===== src/rtl/fpu_pkg.sv =====
// fpu_pkg: opcodes, FSM encoding, flag indices and double-precision field helpers for the FPU issue path.
package fpu_pkg;
  localparam logic [1:0] FPU_ADD = 2'b00;
  localparam logic [1:0] FPU_SUB = 2'b01;
  localparam logic [1:0] FPU_MUL = 2'b10;
  localparam logic [1:0] FPU_DIV = 2'b11;

  localparam logic [1:0] ST_IDLE = 2'd0;
  localparam logic [1:0] ST_EXEC = 2'd1;
  localparam logic [1:0] ST_RESP = 2'd2;

  localparam int FLAG_ZERO = 0;
  localparam int FLAG_INF  = 1;
  localparam int FLAG_NAN  = 2;

  localparam int DP_SIGN_W = 1;
  localparam int DP_EXP_W  = 11;
  localparam int DP_MANT_W = 52;

  // Classifies a double from its magnitude bits; the sign never affects the flags.
  function automatic logic [2:0] dp_flags(input logic [DP_EXP_W+DP_MANT_W-1:0] mag);
    logic [DP_EXP_W-1:0] e;
    logic [DP_MANT_W-1:0] m;
    logic [2:0] f;
    e = mag[DP_EXP_W+DP_MANT_W-1:DP_MANT_W];
    m = mag[DP_MANT_W-1:0];
    f = '0;
    f[FLAG_ZERO] = (e == '0) && (m == '0);
    f[FLAG_INF]  = (&e) && (m == '0);
    f[FLAG_NAN]  = (&e) && (m != '0);
    return f;
  endfunction
endpackage


===== src/rtl/fpu_issue_fifo.sv =====
// fpu_issue_fifo: synchronous request FIFO; full is registered so it never depends on a same-cycle pop.
module fpu_issue_fifo #(
  parameter int DEPTH = 4,
  parameter int W     = 8
) (
  input  logic                     clk,
  input  logic                     rst_n,
  input  logic                     push_i,
  input  logic                     pop_i,
  input  logic [W-1:0]             din_i,
  output logic [W-1:0]             dout_o,
  output logic                     full_o,
  output logic                     empty_o,
  output logic [$clog2(DEPTH):0]   count_o
);
  localparam int AW = $clog2(DEPTH);

  if (DEPTH < 2 || (1 << AW) != DEPTH) begin : g_bad_depth
    $error("DEPTH must be a power of two and at least 2");
  end

  logic [W-1:0]  mem [DEPTH];
  logic [AW-1:0] wr_q, rd_q;
  logic [AW:0]   count_q, count_d;
  logic          full_q;

  assign count_d = count_q + (AW+1)'(push_i) - (AW+1)'(pop_i);
  assign dout_o  = mem[rd_q];
  assign full_o  = full_q;
  assign empty_o = count_q == '0;
  assign count_o = count_q;

  always_ff @(posedge clk) begin
    if (push_i) mem[wr_q] <= din_i;
  end

  always_ff @(posedge clk or negedge rst_n) begin
    if (!rst_n) begin
      wr_q    <= '0;
      rd_q    <= '0;
      count_q <= '0;
      full_q  <= 1'b0;
    end else begin
      if (push_i) wr_q <= wr_q + AW'(1);
      if (pop_i) rd_q <= rd_q + AW'(1);
      count_q <= count_d;
      full_q  <= count_d == (AW+1)'(DEPTH);
    end
  end
endmodule


===== src/rtl/fpu_issue_ctrl.sv =====
// fpu_issue_ctrl: buffers tagged FPU requests, holds each on the FPU for SETTLE cycles, returns results in order.
// Optional result classification flags are built when FPU_ISSUE_FLAGS_EN is defined.
module fpu_issue_ctrl
  import fpu_pkg::*;
#(
  parameter int DEPTH  = 4,
  parameter int SETTLE = 3,
  parameter int TAG_W  = 4
) (
  input  logic             clk,
  input  logic             rst_n,
  input  logic             req_valid,
  output logic             req_ready,
  input  logic [1:0]       req_op,
  input  logic [63:0]      req_a,
  input  logic [63:0]      req_b,
  input  logic [TAG_W-1:0] req_tag,
  output logic [1:0]       fpu_opcode,
  output logic [63:0]      fpu_a,
  output logic [63:0]      fpu_b,
  input  logic [63:0]      fpu_y,
  output logic             rsp_valid,
  input  logic             rsp_ready,
  output logic [63:0]      rsp_result,
  output logic [TAG_W-1:0] rsp_tag,
  output logic             busy
`ifdef FPU_ISSUE_FLAGS_EN
  , output logic [2:0]     rsp_flags
`endif
);
  localparam int EW = 2 + 64 + 64 + TAG_W;

  if (SETTLE < 1 || SETTLE > 15) begin : g_bad_settle
    $error("SETTLE must be within 1..15");
  end

  logic [EW-1:0]          head;
  logic                   full, empty, push, pop, fire, done;
  logic [$clog2(DEPTH):0] count;
  logic [1:0]             state_q, state_d, op_q;
  logic [3:0]             cnt_q;
  logic [63:0]            a_q, b_q, result_q;
  logic [TAG_W-1:0]       tag_q, rtag_q;
  logic                   rsp_valid_q;

  fpu_issue_fifo #(.DEPTH(DEPTH), .W(EW)) u_fifo (
    .clk     (clk),
    .rst_n   (rst_n),
    .push_i  (push),
    .pop_i   (pop),
    .din_i   ({req_op, req_a, req_b, req_tag}),
    .dout_o  (head),
    .full_o  (full),
    .empty_o (empty),
    .count_o (count)
  );

  assign req_ready  = !full;
  assign push       = req_valid && !full;
  assign fire       = rsp_valid_q && rsp_ready;
  // A pop happens from IDLE, or on the response handshake so issue continues back-to-back.
  assign pop        = !empty && (state_q == ST_IDLE || (state_q == ST_RESP && fire));
  assign done       = state_q == ST_EXEC && cnt_q == 4'd1;
  assign state_d    = pop ? ST_EXEC : done ? ST_RESP : (state_q == ST_RESP && fire) ? ST_IDLE : state_q;
  assign busy       = state_q != ST_IDLE || count != '0;
  assign fpu_opcode = op_q;
  assign fpu_a      = a_q;
  assign fpu_b      = b_q;
  assign rsp_valid  = rsp_valid_q;
  assign rsp_result = result_q;
  assign rsp_tag    = rtag_q;

  always_ff @(posedge clk or negedge rst_n) begin
    if (!rst_n) begin
      state_q     <= ST_IDLE;
      cnt_q       <= '0;
      op_q        <= '0;
      a_q         <= '0;
      b_q         <= '0;
      tag_q       <= '0;
      result_q    <= '0;
      rtag_q      <= '0;
      rsp_valid_q <= 1'b0;
    end else begin
      state_q <= state_d;
      if (pop) begin
        {op_q, a_q, b_q, tag_q} <= head;
        cnt_q <= 4'(SETTLE);
      end else if (state_q == ST_EXEC) begin
        cnt_q <= cnt_q - 4'd1;
      end
      if (done) begin
        result_q    <= fpu_y;
        rtag_q      <= tag_q;
        rsp_valid_q <= 1'b1;
      end else if (fire) begin
        rsp_valid_q <= 1'b0;
      end
    end
  end

`ifdef FPU_ISSUE_FLAGS_EN
  logic [2:0] flags_q;
  assign rsp_flags = flags_q;
  always_ff @(posedge clk or negedge rst_n) begin
    if (!rst_n) flags_q <= '0;
    else if (done) flags_q <= dp_flags(fpu_y[62:0]);
  end
`endif
endmodule


===== config.mk =====
export PLATFORM = sky130hd
export DESIGN_NAME = fpu_issue_ctrl
export DESIGN_NICKNAME = d
export VERILOG_FILES = /design/src/rtl/fpu_pkg.sv /design/src/rtl/fpu_issue_fifo.sv /design/src/rtl/fpu_issue_ctrl.sv
export SDC_FILE = /design/constraint.sdc
export NUM_CORES = 1
export LEC_CHECK = 0
export ABC_AREA = 1
export CAP_MARGIN = 5
export CORE_MARGIN = 2
export CORE_UTILIZATION = 50
export DETAILED_ROUTE_END_ITERATION = 6
export PLACE_DENSITY = 0.76
export SKIP_LAST_GASP = 1
export SYNTH_ARGS = -nofsm -noshare
export SYNTH_HDL_FRONTEND = slang
export SYNTH_SLANG_ARGS = --single-unit

===== constraint.sdc =====
create_clock -name clk -period 7 [get_ports clk]
set_input_delay 2.1 -clock clk [delete_from_list [all_inputs] [get_ports clk]]
set_output_delay 2.1 -clock clk [all_outputs]
set_load 0.005 [all_outputs]

== Word level (Yosys, flattened, before mapping) ==
Memory sizes are Yosys's and may differ from the RTL's. A register that Yosys moved wholly into a read port is not among the register bits.
Index checks and enable logic that the tools add are counted.
Cells by class
  equality and inequality tests: 4
  reduce and logical (&&, ||, !) cells: 17
  muxes and demuxes: 9
  add/sub/neg operators: 5
Operator list (number)
  two-way mux 4 bit: 2
  two-way mux 2 bit: 3
  nonzero test 2 bit: 3
  nonzero test 3 bit: 2
  logical AND 1 bit: 5
  adder 2 x 1 -> 2 bit, second input constant: 2
  equality test 4 x 1 -> 1 bit, second input constant: 1
  two-way mux 1 bit: 4
  subtractor 4 x 1 -> 4 bit, second input constant: 1
  adder 3 x 1 -> 3 bit: 1
  equality test 3 bit, second input constant: 1
  zero test 1 bit: 3
  zero test 3 bit: 1
  subtractor 3 x 1 -> 3 bit: 1
  equality test 2 x 1 -> 1 bit, second input constant: 1
  equality test 2 bit, second input constant: 1
  zero test 2 bit: 1
  logical OR 1 bit: 2
Storage, ports and cells
  output and inout port bits: 201
  RAM bits: 536
  register bits: 83
  memories: 1
  logic and storage cells: 45
Memories
  u_fifo.mem: depth 4, bits a word 134, read ports 1, clocked after Yosys merged registers in 1, write ports 1, RTL line fpu_issue_fifo.sv:22  | logic [W-1:0] mem [DEPTH];

== Longest topological paths before layout ==
  depth in word-level cells: 6
  depth in mapped cells: 11

== By module ==
A second synthesis with hierarchy kept.
Second synthesis, totals
  cell total of the unflattened synthesis: 2393
  area, all modules: 28767.6 sq um
By module, submodules not included
  fpu_issue_fifo: cells each 1477, instances 1, area each 20533.4 sq um
  fpu_issue_ctrl: cells each 916, instances 1, area each 8234.1 sq um

== Worst setup path after synthesis ==
No wires, ideal clock.
  path kind: input -> register
  start point: input port req_valid
  end point: memory u_fifo.mem[0][0] (netlist bit) (enable)
  data arrival time: 7806 ps
  stages: 2
  slack: -1435 ps
  path through: nand2_1 -> nor2_1
Between the ends
  longest elaborated chain between the ends: 3
RTL lines
  start, declared: RTL line fpu_issue_ctrl.sv:12  | input logic req_valid,
  logical AND 1 bit: RTL line fpu_issue_ctrl.sv:59  | assign push = req_valid && !full;
  two-way mux 1 bit: RTL line fpu_issue_fifo.sv:34  | if (push_i) mem[wr_q] <= din_i;
  two-way mux 1 bit (not written as such): RTL line fpu_issue_fifo.sv:34
  end, declared: RTL line fpu_issue_fifo.sv:22
Every way passes these cells.

== Worst setup path after layout ==
  start point: input port rsp_ready
  end point: register u_fifo.full_q, in the netlist u_fifo.full_o
Between the ends
  longest elaborated chain between the ends: 6
RTL lines
  start, declared: RTL line fpu_issue_ctrl.sv:23  | input logic rsp_ready,
  logical AND 1 bit: RTL line fpu_issue_ctrl.sv:60  | assign fire = rsp_valid_q && rsp_ready;
  logical AND 1 bit: RTL line fpu_issue_ctrl.sv:62  | assign pop = !empty && (state_q == ST_IDLE || (state_q == ST_RESP && fire));
  logical OR 1 bit: RTL line fpu_issue_ctrl.sv:62
  logical AND 1 bit: RTL line fpu_issue_ctrl.sv:62
  subtractor 3 x 1 -> 3 bit: RTL line fpu_issue_fifo.sv:27  | assign count_d = count_q + (AW+1)'(push_i) - (AW+1)'(pop_i);
  named net u_fifo.count_d[1]: RTL line fpu_issue_fifo.sv:24  | logic [AW:0] count_q, count_d;
  equality test 3 bit: RTL line fpu_issue_fifo.sv:47  | full_q <= count_d == (AW+1)'(DEPTH);
  end signal, assigned: RTL line fpu_issue_fifo.sv:47
  end, declared: RTL line fpu_issue_fifo.sv:25  | logic full_q;
The timed path passes the listed nets, and every way through them passes these cells.
A chain may end at the register's enable or synchronous reset.

==> results.md <==
- Status: finished clean
- Routability cong.: 0.782
- Worst path required time: 7.52 ns
- CTS tree: built
- ANT nets after route: 0
- Starting Density: 50.4%
- Avg WL per Cell: 17.2 um
- Syn Nets: 3123
- Root buf cell: clkbuf_16
- Worst relative slew slack: about 28%
- Synth unique cells: 31
- Vias: 20500
- Finished Cell Area: 0.0374 mm2
- Worst-path fanout max: around 80
- Cts bufs inserted: 77
- VDD IR-drop max: 254 uV
- Worst-path clk slew: approximately 0.05 ns
- WL met3: around 4400 um
- DR WL met2: roughly 36000 um
- Vias per Instance: a little under 5
- Synth Cell Area: 0.0303 mm2
- Core Rows: 90
- Initial DRC Count: 1382
- Critical Path AT: 4.90 ns
- CTS resizes: 0
- Pwr/cell area: 424 mW/mm2
- PnR worst setup slack: between 2 and 3 ns
- Area leader, netlist: edfxtp_1
- First-pass GRT wire length: about 110000 um
- RSZ-0062 raised after global routing: false
- Total GRT Usage: 22.6%
- Avg Inst Size Synth: 10.4 um2
- Worst-Margin Slew: 1.08 ns
- Layout cells sized above 1: under 10%
- Hold_buf cts: 0
- Die area: 0.0625 mm2
- Core area: around 0.06 mm2
- Uppermost routed layer: met5
- Synth-to-layout area growth: 23.6%
- Antenna violations before repair: 14
- Post-synth top area share: 53.2%
- Vias in the first global route: between 15000 and 20000
- Die Span X: 250 um
- Fin crit share: 62.5%
- # Post-CTS Setup Buffers: 0
- Synth Register Bits: 753
- Area of placed instances: roughly 0.035 mm2
- Hold Crit Class: reg -> reg
- Synth area leaders: edfxtp_1 (53%), dfrtp_1 (18%), nand2_1 (18%)
- Pin count of the biggest net entering global routing: 105
- DP HPWL: roughly 41000 um
- Detailed Routing Iterations Pass 1: 5
- Fin cells: around 4100
- Type of the worst setup path: in -> reg
- Number of max-cap violations: 0
- Leak: 16.9 nW
- Final setup fails: 0
- Placed instance count: approximately 4000
- Design Power: 15.9 mW
- Fin. Hold Viols: 0
- Post-route DRC violation count: 0
- Clock sinks: 753
- IO Pins: 403
- Element type at the critical path end: register
- # H-tree levels: 3
- Cells after Synth: roughly 2900
- Skew final: 0.0281 ns
- # port buffers: 402
- Pre-CTS setup slack: approximately 2 ns
- Post-synthesis sequential area ratio: a little under three quarters
- Yosys warning total: 0
- Routed WL: 71400 um
- Die Height: 250 um
- Clock Path Buffers: 3
- Startpoint types: input pin
- M1 WL: 29000 um
- Max Clk Rate: 229 MHz
- Final Net Count: 3498
- Clock latency at the later pin of the worst-skew pair: 0.61 ns
- Slew Limit Fails: 0
- Grt total ovfl: 0
- Final min period: ~4.4 ns
[metal layers]
layer  up-vias  track usage [%]
met1      9801             28.3
li1       9918                -
met2       636             39.2
met3       141             4.33
met4        10             8.67
met5         -                0
[where the power goes]
part | leakage, nW | total, mW | switching (mW) | internal [mW]
Clock | 1.21 | 4.00 | 1.64 | 2.36
Combinational | 8.07 | 5.26 | 3.15 | 2.11
Sequential | 7.59 | 6.60 | 0.546 | 6.05
Total | 16.9 | 15.9 | 5.34 | 10.5
[state kept, by name, summed over array words and instances, names as in the netlist]
signal,count
u_fifo.mem,536
u_fifo.rd_q,2
state_q,2
rsp_valid,1
u_fifo.count_o,3
rsp_result,64
tag_q,4
u_fifo.full_o,1
u_fifo.wr_q,2
rsp_tag,4
fpu_b,64
cnt_q,4
fpu_a,64
fpu_opcode,2
[cells in the mapped netlist]
master and number:
ha_1 8, o21ai_0 12, or2_2 1, dfrtp_1 217
nor2_4 1, inv_1 355, o21bai_1 1, buf_6 11
inv_2 3, nand3_1 137, inv_4 1, a21oi_2 1
nand2_1 1425, xnor2_1 1, buf_2 69, clkbuf_1 18
fa_1 1, a21oi_1 1, nor2_1 8, nand4_1 3
edfxtp_1 536, xor2_1 1, nor2_2 1, a31oi_1 1
nand2_2 1, o21ai_1 61, nand3_2 1, buf_4 19
o211ai_1 1, nand3b_1 1, buf_1 15
[cells by family (layout without fill, tap and decap cells)]
| logic type | count (synthesis) | after routing | share of synthesized area [%] |
|---|---|---|---|
| AO/OA/AOI/OAI | 78 | 78 | 1.32 |
| buffers and inverters | 491 | 928 | 6.89 |
| adder cells (fa/ha/maj) | 9 | 9 | 0.397 |
| other | 0 | 11 | 0 |
| XOR/XNOR | 2 | 2 | 0.0579 |
| AND/OR/NAND/NOR | 1579 | 1579 | 20.2 |
| flip-flops | 753 | 753 | 71.1 |
[cells in the final DEF, fill, tap and decap left out, drive strengths merged, types with 2 or more instances in the layout]
cell / synthesis / routed
clkinv: 0 / 21
edfxtp: 536 / 536
buf: 114 / 27
nand3: 138 / 138
o21ai: 73 / 73
a21oi: 2 / 2
diode: 0 / 11
nand2: 1426 / 1426
dfrtp: 217 / 217
nor2: 10 / 10
clkdlybuf4s50: 0 / 401
ha: 8 / 8
inv: 359 / 362
clkbuf: 18 / 110
nand4: 3 / 3
bufinv: 0 / 6
[stage by stage]
stage / setup TNS [ns] / hold WS (ns) / utilization (%)
final: 0 / 0.473 / 62.3
after global routing: 0 / 0.495 / 62.2
after floorplan: -769.33 / 0.449 / -
after CTS: 0 / 0.480 / 62.2
after global placement: 0 / 0.462 / 58.1
after detailed placement: 0 / 0.464 / 58.1
[cell type report]
cell class                 count  area (um2)
timing repair buffer         428        4340
antenna                       11        27.5
fill                        4677       22700
sequential                   753       21500
tap                          782         978
clock inverter                31         340
multi-input combinational   1668        6720
clock buffer                 110        2140
inverter                     359        1360
[path summary, 6_finish.rpt]
| kind | startpoint | end | slack (ns) | depth (start not counted) |
|---|---|---|---|---|
| setup reg to reg | u_fifo.rd_q[0]$_DFFE_PN0P_ | fpu_b[56]$_DFFE_PN0P_ | 3.89 | 7 |
| hold reg to reg | fpu_b[30]$_DFFE_PN0P_ | fpu_b[30]$_DFFE_PN0P_ | 0.47 | 2 |
| setup / recovery | rsp_ready | u_fifo.full_o$_DFF_PN0_ | 2.62 | 11 |
| max in group asynchronous | rst_n | u_fifo.rd_q[1]$_DFFE_PN0P_ | 4.22 | 2 |
| min in group asynchronous | rst_n | rsp_result[33]$_DFFE_PN0P_ | 1.46 | 1 |
| hold / removal | fpu_b[30]$_DFFE_PN0P_ | fpu_b[30]$_DFFE_PN0P_ | 0.47 | 2 |
[worst max-delay path: stages]
cell,delay [ns]
clkdlybuf4s50_1,0.50
nand2_1,0.07
a21oi_2,0.26
nand2_8,0.40
inv_4,0.20
ha_1,0.24
inv_1,0.05
ha_1,0.17
fa_1,0.44
or2_2,0.30
a21oi_1,0.12
Power figures use the tool's default switching activity.
